$ cat src/rtl/instr_mem.sv
// Per-core instruction memory: word-addressed RAM with a combinational fetch
// port, a synchronous loader write port, and an async clear-to-zero reset.
module instr_mem #(
  parameter int INSTR_WIDTH = 8,
  parameter int PC_WIDTH    = 4,
  parameter int DEPTH       = 16
) (
  input  logic                   clk,
  input  logic                   rst_n,
  input  logic [PC_WIDTH-1:0]    raddr,
  output logic [INSTR_WIDTH-1:0] rdata,
  input  logic                   we,
  input  logic [PC_WIDTH-1:0]    waddr,
  input  logic [INSTR_WIDTH-1:0] wdata
);

  logic [INSTR_WIDTH-1:0] r_mem [DEPTH];
  logic                   w_wr_ok;
  logic                   w_rd_ok;

  // Addresses at or beyond DEPTH are dropped on write and read back as zero.
  assign w_wr_ok = (32'(waddr) < DEPTH);
  assign w_rd_ok = (32'(raddr) < DEPTH);

  always_ff @(posedge clk or negedge rst_n) begin
    if (!rst_n) begin
      for (int i = 0; i < DEPTH; i++) r_mem[i] <= '0;
    end else if (we && w_wr_ok) begin
      r_mem[waddr] <= wdata;
    end
  end

  assign rdata = w_rd_ok ? r_mem[raddr] : '0;

endmodule

$ cat config.mk
export PLATFORM = sky130hd
export DESIGN_NAME = instr_mem
export DESIGN_NICKNAME = d
export VERILOG_FILES = /design/src/rtl/instr_mem.sv
export SDC_FILE = /design/constraint.sdc
export NUM_CORES = 1
export LEC_CHECK = 0
export CORE_MARGIN = 1.5
export CORE_UTILIZATION = 30
export CTS_CLUSTER_SIZE = 25
export DETAILED_ROUTE_END_ITERATION = 10
export MAX_ROUTING_LAYER = met4
export PLACE_DENSITY = 0.44
export SYNTH_ARGS = -nofsm -noshare
export SYNTH_HDL_FRONTEND = slang
export SYNTH_SLANG_ARGS = --single-unit
$ cat constraint.sdc
create_clock -name clk -period 1.8 [get_ports clk]
set_input_delay 0.18 -clock clk [delete_from_list [all_inputs] [get_ports clk]]
set_output_delay 0.18 -clock clk [all_outputs]
set_load 0.005 [all_outputs]
==> results of run 1 <==
==> path summary, 6_finish.rpt <==
| kind | endpoint | slack (ns) | cells after the start |
|---|---|---|---|
| worst min register to register | r_mem[107] | 0.50 | 1 |
| min in group clk | r_mem[107] | 0.50 | 1 |
| worst min-delay path | r_mem[84] | 0.27 | 2 |
| worst max-delay path | rdata[2] | -0.09 | 4 |
| max in group asynchronous | r_mem[45] | 0.92 | 3 |
| worst max register to register | r_mem[34] | 0.81 | 3 |
==> per-layer routing <==
| metal | global-route usage (%) | part of all wire (%) | up-vias |
|---|---|---|---|
| li1 | - | - | 1556 |
| met1 | 20.1 | 47 | 1824 |
| met2 | 25.2 | 50 | 33 |
| met3 | 3.43 | 2.5 | 10 |
| met4 | 5.16 | 1.0 | 0 |
| met5 | - | 0 | - |
==> layout by cell type (no fill, tap or decap), drive strengths merged, types with 2 or more instances in the layout <==
cell and n:
mux4 32, nand2b 3, nand3 2, clkinv 3, nand2 10, mux2 128
nor2 7, nor3 6, a22oi 16, nor2b 2, bufinv 2, dfrtp 128
buf 77, clkbuf 27, clkdlybuf4s50 15, or3 2, nand3b 2
==> cell families (layout without fill, tap and decap cells) <==
kind of cell / Yosys count / in the layout
AND/OR/NAND/NOR: 37 / 37
flip-flops: 128 / 128
AO/OA/AOI/OAI: 16 / 16
multiplexers: 160 / 160
buffers and inverters: 24 / 125
==> through the flow <==
step | hold slack (ns) | cells | utilization (%)
after floorplan | -0.116 | 365 | -
after global placement | 0.174 | 692 | 36.1
after detailed placement | 0.171 | 692 | 36.1
after CTS | 0.266 | 729 | 39.4
after global routing | 0.294 | 731 | 39.6
final | 0.271 | 731 | 39.6
==> power groups by stage <==
stage | Sequential (mW) | Clock (mW) | Combinational (mW)
2_1_floorplan | 3.80 | 0 | 1.12
3_3_place_gp | 3.91 | 0 | 1.60
3_5_place_dp | 3.92 | 0 | 1.62
4_1_cts | 3.88 | 3.55 | 1.66
5_1_grt | 3.97 | 3.67 | 1.80
6_report | 3.88 | 3.44 | 1.65
==> final cells by class <==
| cell class | count | share of cell area, % |
|---|---|---|
| Clock buffer | 27 | 6.69 |
| Clock inverter | 5 | 0.978 |
| Multi-Input combinational cell | 213 | 34.6 |
| Sequential cell | 128 | 41.7 |
| Tap cell | 265 | 4.32 |
| Timing Repair Buffer | 93 | 11.7 |
==> worst reg2reg max path, cell delays in order, from the launching register on <==
cell,delay (ns)
dfrtp_1,0.38
buf_4,0.14
buf_4,0.12
mux2_2,0.24
==> repair_timing <==
action                                  4_1_cts  5_1_grt
buffers inserted                              4        2
gates resized for setup                      44        2
hold endpoints to repair                     30        0
pin swaps                                    19        2
endpoints found under the setup margin        8        8
hold buffers                                  1        0
==> impl_metrics.yaml, run 1 <==
timing:
  fin_crit_sh_pct: 105
  drv_slew: 0
  min_period_ns: 1.89
  setup_viol: 8
  fin_setup_tns_ns: -0.440
  setup_ws_ns: -0.0909
  rsz0062_at_grt: "true"
  clock_skew_ns: 0
  max_freq_ghz: 0.529
  tightest_slew_ns: 0.582
  hold_violations: 0
  maxSlewHeadroom_pct: 61.1
routing:
  wl_per_cell_um: 19.3
  routed_wl_mm: 14.1
  viasPerCell: 4.68
  drt.antenna.violating_nets: 0
  vias: 3423
  firstDrtPassIters: 4
  drc_errors: 0
  drt_iter0_markers: 125
clock_network:
  clk_pin_slew_ns: 0.05
  h-tree-depth: 4
  cts_made_buffers: 17
  cts_root_buffer: "clkbuf_16"
  cts.sink_count: 128
  cts_tree: "yes"
  cts_buffer_depth: 2
  insertion_delay_ns: 0.41
global_routing:
  grt_max_degree: 44
  grt_pass1_vias: 3896
  grt.overflow.total: 0
  antenna_found_initial: 0
  grt_pass1_wl_mm: 22.9
  grtUsageTotal_pct: 15.8
setup_path:
  crit_path_end_kind: "output port"
  worstSetupStartpoint: "r_mem[34]"
  path_class: "flop to output port"
  crit_required_ns: 1.62
  reg2reg_from: "r_mem[34]"
  cp.arrival_ns: 1.71
  worstPathCellList: "mux4_2 > a22oi_2 > nand2_1 > buf_2"
  worstPathMaxFanout: 2
  startpoint_type: "flop"
  crit_buf_inv: 1
  cpMaxStageDelayCell: "mux4_2"
  crit_family: "multiplexers"
  critPathMaxStageDelay_ns: 0.48
finish:
  multi_input_area_um2: 2660
  seq_area_um2: 3200
  largest_reg_flops: 128
  area_growth_pct: 29.7
  stdcell_area_um2: 7670
  top_regs: "r_mem (128)"
  registers.top_by_ff_count: "r_mem"
  drive_above_1_share_pct: 62.9
  nFillCells: 1840
  diodes: 0
  nets: 472
power_and_ir_drop:
  seq_power_share_pct: 43.3
  power.switching_mw: 2.13
  p_clk_share_pct: 38.3
  p_leak_nw: 3.27
  swShare_pct: 23.8
  p_int_mw: 6.84
  peakVddDrop_v: 0.000669
  powerDensity_nw_per_um2: 1170
  power_mw: 8.97
  combinationalPowerShare_pct: 18.4
yosys:
  synth_enable_flop_cells: 0
  synth_top_family_by_area: "multiplexers"
  synth_compound_area_share_pct: 2.03
  synth.most_common_cell: "dfrtp_1"
  synth.area.mux_share_pct: 37.1
  synth_xor_area_share_pct: 0
  avgSynthCellArea_um2: 16.2
  synth.distinct_cells: 24
  syn_area_um2: 5920
  async_reset_ff_share_pct: 100
  synth.top_cell.area_share_pct: 54.1
  syn_nets: 384
  ys_top_cells_by_area: "dfrtp_1, mux2_2, mux4_2"
  synth_flop_cell: "dfrtp_1"
  synth-simple-area-share_pct: 4.74
  netlist_instances: 365
  synthTopCellsByCount: "dfrtp_1, mux2_2, mux4_2"
  ys_warn_count: 0
  synth_area_leader_cell: "dfrtp_1"
  ys_seq_area_share_pct: 54.1
  ys_ff_latch: 128
  synthAdderAreaFrac_pct: 0
placed_design:
  port_buffers: 26
  place_congestion: 0.686
  pre_cts_slack_ns: -0.335
  placed_area_um2: 7000
  dp_hpwl_mm: 9.78
floorplan:
  dieArea_um2: 20600
  design.portCount: 27
  die_w_um: 143
  rows: 51
  core_um2: 19400
  initial_core_util_pct: 30.5
  die_h_um: 143
run_status:
  status: "finished with violations"
  violations: "negative setup slack"
worst_hold_path:
  hp-class: "primary input to asynchronous set/reset pin"
run:
  max-cap-violations: 0
(Power assumes the default switching activity.)
==> run 2, diff against run 1 <==
--- a/config.mk
+++ b/config.mk
@@ -9,6 +9,7 @@
 export CORE_UTILIZATION = 30
 export CTS_CLUSTER_SIZE = 25
 export DETAILED_ROUTE_END_ITERATION = 10
+export HOLD_SLACK_MARGIN = 0.03
 export MAX_ROUTING_LAYER = met4
 export PLACE_DENSITY = 0.44
 export SYNTH_ARGS = -nofsm -noshare
==> constraint.sdc (replaced) <==
create_clock -name clk -period 1.9 [get_ports clk]
set_input_delay 0.19 -clock clk [delete_from_list [all_inputs] [get_ports clk]]
set_output_delay 0.19 -clock clk [all_outputs]
set_load 0.005 [all_outputs]
==> run 2 against run 1 <==
The run now ends clean. Total power fell by 6.2%. Via count fell by 0.47%. Sequential power fell by 5.7%. Sequential share of layout area rose by 0.41 points. Routed wire length rose by 0.85%. Register-to-register slack improved by 0.23 ns. Critical path depth did not move. Largest power group unchanged.
==> impl_metrics.yaml, run 2 (synthesized netlist as in run 1, its figures left out) <==
run_status:
  status: "finished, final reports clean"
global_routing:
  grt.overflow.total: 0
  antenna_found_initial: 0
  grt_max_degree: 76
  grtUsageTotal_pct: 15.6
  grt_pass1_vias: 3760
  grt_pass1_wl_mm: 22.3
setup_path:
  r2r_cells: 2
  startpoint_type: "flop"
  worstPathMaxFanout: 2
  crit_path_end_kind: "output port"
  r2r-end: "r_mem[96]"
  worstSetupStartpoint: "r_mem[34]"
  reg2reg_from: "r_mem[96]"
  path_class: "flop to output port"
  reg2reg_slack_ns: 1.04
  critical_path.endpoint: "rdata[2]"
  cp.arrival_ns: 1.71
  crit_required_ns: 1.71
floorplan:
  core_um2: 19400
  rows: 51
  die_h_um: 143
  dieArea_um2: 20600
  design.portCount: 27
  die_w_um: 143
  initial_core_util_pct: 30.5
routing:
  vias: 3407
  drt.antenna.violating_nets: 0
  firstDrtPassIters: 4
  drc_errors: 0
  routed_wl_mm: 14.2
  viasPerCell: 4.73
  wl_per_cell_um: 19.7
  drt_iter0_markers: 91
timing:
  hold_violations: 0
  fin_crit_sh_pct: 99.8
  setup_ws_ns: 0.00470
  tightest_slew_ns: 0.610
  maxSlewHeadroom_pct: 59.2
  fin_setup_tns_ns: 0
  min_period_ns: 1.90
  drv_slew: 0
  rsz0062_at_grt: "true"
  max_freq_ghz: 0.528
  clock_skew_ns: 0
  setup_viol: 0
clock_network:
  insertion_delay_ns: 0.41
  cts_root_buffer: "clkbuf_16"
  cts_buffer_depth: 2
  cts_tree: "yes"
  h-tree-depth: 4
  cts.sink_count: 128
  cts_made_buffers: 17
  clk_pin_slew_ns: 0.06
power_and_ir_drop:
  peakVddDrop_v: 0.000601
  p_leak_nw: 3.20
  powerDensity_nw_per_um2: 1110
  power_mw: 8.41
finish:
  nets: 461
  area_growth_pct: 28.4
  seq_area_um2: 3200
  utilization_pct: 39.2
  drive_above_1_share_pct: 64.0
  registers.top_by_ff_count: "r_mem"
  diodes: 0
  final_cell_mix: "dfrtp_1, mux2_2, buf_4, mux4_2, clkbuf_16"
  top_regs: "r_mem (128)"
  largest_reg_flops: 128
  layout_commonest_cell: "dfrtp_1"
  multi_input_area_um2: 2680
  nFillCells: 1872
  stdcell_area_um2: 7600
placed_design:
  dp_hpwl_mm: 9.73
  pre_cts_slack_ns: -0.601
  port_buffers: 26
  place_congestion: 0.741
  placed_area_um2: 6940
run:
  max-cap-violations: 0
worst_hold_path:
  hp-class: "primary input to asynchronous set/reset pin"
[run 2: changes by cell type in the layout (fill, tap and decap cells not counted), moves of 2 or more]
cell / before / now
a22oi_1: 4 / 0
inv_6: 0 / 2
clkbuf_1: 5 / 0
clkinv_4: 0 / 7
clkinvlp_4: 0 / 2
buf_4: 53 / 43
clkbuf_8: 5 / 0
a22oi_2: 12 / 16
[run 2: power breakdown]
part           internal [mW]  switching [mW]
Combinational          0.980           0.555
Clock                   1.94            1.27
Sequential              3.36           0.304
[run 2: repair_timing]
action                                  4_1_cts  5_1_grt
hold buffers                                  1        0
hold endpoints to repair                     21        0
endpoints found under the setup margin        8        7
gates resized for setup                      47        2
pin swaps                                    19        2
gates cloned                                  0        0
buffers inserted                              2        0
[run 2: layer usage]
metal	vias to the layer above	track usage [%]	routed length [µm]
li1	1536	-	-
met1	1823	20.0	6660
met2	38	24.7	7050
met3	10	3.90	339
met4	0	4.24	147
met5	-	-	0
[run 2: worst max-delay path, stage by stage (launching register included)]
cell     delay, ns
dfrtp_1       0.38
mux4_2        0.48
a22oi_2       0.21
nand2_1       0.10
buf_2         0.13
[run 2: layout make-up]
cell class | instances | area share [%]
clock buffer | 17 | 5.60
timing repair buffer | 82 | 10.4
tap | 265 | 4.36
sequential | 128 | 42.2
multi-input combinational | 213 | 35.3
clock inverter | 15 | 2.16
[run 2: worst min path at each step]
stage          start         end  slack (ns)  depth (start not counted)
6_report       rst_n  r_mem[124]        0.22                          2
3_5_place_dp   rst_n  r_mem[124]        0.11                          1
2_1_floorplan  rst_n    r_mem[0]       -0.11                          0
4_1_cts        rst_n  r_mem[124]        0.21                          2
3_3_place_gp   rst_n  r_mem[124]        0.12                          1
5_1_grt        rst_n  r_mem[124]        0.24                          2
[run 2: through the flow]
stage,hold slack (ns),instances
3_3_place_gp,0.116,685
2_1_floorplan,-0.106,365
6_report,0.219,720
5_1_grt,0.236,720
3_5_place_dp,0.111,685
4_1_cts,0.212,720
==> run 3, diff against run 2 <==
--- a/config.mk
+++ b/config.mk
@@ -9,6 +9,7 @@
 export CORE_UTILIZATION = 30
 export CTS_CLUSTER_SIZE = 25
 export DETAILED_ROUTE_END_ITERATION = 10
+export GPL_ROUTABILITY_DRIVEN = 1
 export HOLD_SLACK_MARGIN = 0.03
 export MAX_ROUTING_LAYER = met4
 export PLACE_DENSITY = 0.44
==> constraint.sdc (replaced) <==
create_clock -name clk -period 2.3 [get_ports clk]
set_input_delay 0.23 -clock clk [delete_from_list [all_inputs] [get_ports clk]]
set_output_delay 0.23 -clock clk [all_outputs]
set_load 0.005 [all_outputs]
==> run 3 against run 2 <==
Register-to-register slack improved by 0.50 ns. Critical path depth stayed put. Highest routed layer unchanged. Global-route usage rose by 0.59 points. Via count shrank 1.8%. Clock power rose by 3%. Non-clock buffer count fell by 24. Combinational power fell by 20%.
==> impl_metrics.yaml, run 3 (synthesized netlist as in run 1, its figures left out) <==
run_status:
  status: "finished, final reports clean"
clock_network:
  clk_pin_slew_ns: 0.06
  cts_tree: "yes"
  insertion_delay_ns: 0.41
  cts.sink_count: 128
  cts_buffer_depth: 2
  cts_made_buffers: 17
  h-tree-depth: 4
  cts_root_buffer: "clkbuf_16"
timing:
  tightest_slew_ns: 0.632
  clock_skew_ns: 0
  drv_slew: 0
  hold_violations: 0
  setup_viol: 0
  hold_ws_ns: 0.358
  fin_crit_sh_pct: 97.1
  max_freq_ghz: 0.448
  rsz0062_at_grt: "true"
  maxSlewHeadroom_pct: 57.8
  setup_ws_ns: 0.0662
  min_period_ns: 2.23
setup_path:
  cp.arrival_ns: 2.00
  path_class: "flop to output port"
  crit_required_ns: 2.07
  startpoint_type: "flop"
  r2r_cells: 1
  crit_path_end_kind: "output port"
  worstPathMaxFanout: 2
finish:
  drive_above_1_share_pct: 58.5
  largest_reg_flops: 128
  fin_cells: 696
  diodes: 0
  final_cell_mix: "dfrtp_1, mux2_2, mux4_2, buf_4, clkbuf_16"
  utilization_pct: 38.8
  layout_commonest_cell: "dfrtp_1"
  nets: 437
  area_growth_pct: 27.3
  top_regs: "r_mem (128)"
  registers.top_by_ff_count: "r_mem"
power_and_ir_drop:
  swShare_pct: 22.7
  p_int_mw: 5.85
  p_clk_share_pct: 43.6
  combinationalPowerShare_pct: 16.3
  peakVddDrop_v: 0.000449
  seq_power_share_pct: 40.1
  p_leak_nw: 3.21
  powerDensity_nw_per_um2: 1000
  power.switching_mw: 1.71
global_routing:
  grt_pass1_wl_mm: 23.0
  grt_max_degree: 48
  grtUsageTotal_pct: 16.2
  grt.overflow.total: 0
  grt_pass1_vias: 3744
  antenna_found_initial: 0
placed_design:
  pre_cts_slack_ns: -0.258
  placed_cells: 663
  port_buffers: 26
  place_congestion: 0.735
  dp_hpwl_mm: 9.60
routing:
  routed_wl_mm: 14.4
  drt_iter0_markers: 125
  drt.antenna.violating_nets: 0
  firstDrtPassIters: 4
  vias: 3345
  wl_per_cell_um: 20.8
  drc_errors: 0
  viasPerCell: 4.81
floorplan:
  initial_core_util_pct: 30.5
  design.portCount: 27
  rows: 51
  die_h_um: 143
  core_um2: 19400
  dieArea_um2: 20600
  die_w_um: 143
run:
  max-cap-violations: 0
worst_hold_path:
  hp-class: "primary input to asynchronous set/reset pin"
-- run 3: cell types whose count changed in the layout (fill, tap and decap cells not counted), sizes merged --
cell and delta:
clkdlybuf4s50 +1, dlymetal6s2s +5, clkinvlp -1, bufinv +6, dlygate4sd2 +2, clkbuf +1, inv -1, buf -32
clkinv -5
-- run 3: layout make-up --
cell class | count | area [µm²]
clock inverter | 14 | 284
sequential | 128 | 3200
clock buffer | 18 | 439
timing repair buffer | 58 | 638
multi-input combinational | 213 | 2640
tap | 265 | 332
fill | 1862 | 11900
-- run 3: critical path, stage by stage (launching register included) --
cell and delay, ns:
dfrtp_1 0.38, mux4_2 0.49, a22oi_1 0.21, nand2_1 0.07, clkdlybuf4s50_1 0.44
-- run 3: metal layers --
metal	part of all wire, %	track usage, %	wire length (µm)	vias up
met5	0	-	0	-
met4	0.75	4.51	109	0
met3	2.3	4.00	335	8
met2	50	25.7	7270	37
met1	47	20.7	6720	1815
li1	-	-	-	1485
-- run 3: what timing repair did --
action	in CTS	in global routing
pin swaps	4	3
setup endpoints to repair	8	6
hold buffers	1	0
gates cloned	0	0
endpoints found under the hold margin	40	0
resized for setup	6	11
setup buffers	0	0
-- run 3: final timing paths --
kind | startpoint | endpoint | slack (ns)
setup / recovery | r_mem[101] | rdata[5] | 0.07
hold / removal | rst_n | r_mem[124] | 0.36
setup reg to reg | r_mem[95] | r_mem[95] | 1.54
hold reg to reg | r_mem[5] | r_mem[5] | 0.50
max in group asynchronous | rst_n | r_mem[50] | 1.25
min in group clk | r_mem[5] | r_mem[5] | 0.50
-- run 3: power groups by stage --
stage / logic, mW / registers [mW] / clock network [mW]
finish: 1.23 / 3.03 / 3.30
CTS: 1.25 / 3.03 / 3.38
floorplan: 0.879 / 2.97 / 0
detailed placement: 1.25 / 3.07 / 0
global route: 1.34 / 3.10 / 3.49
global placement: 1.22 / 3.04 / 0
-- run 3: through the flow --
stage                     area, µm²  power (mW)  setup TNS, ns
after floorplan                5920        3.85              0
after global placement         6750        4.26          -1.17
after detailed placement       6750        4.31          -1.55
after CTS                      7490        7.66              0
after global routing           7530        7.94        -0.0154
final                          7530        7.56              0
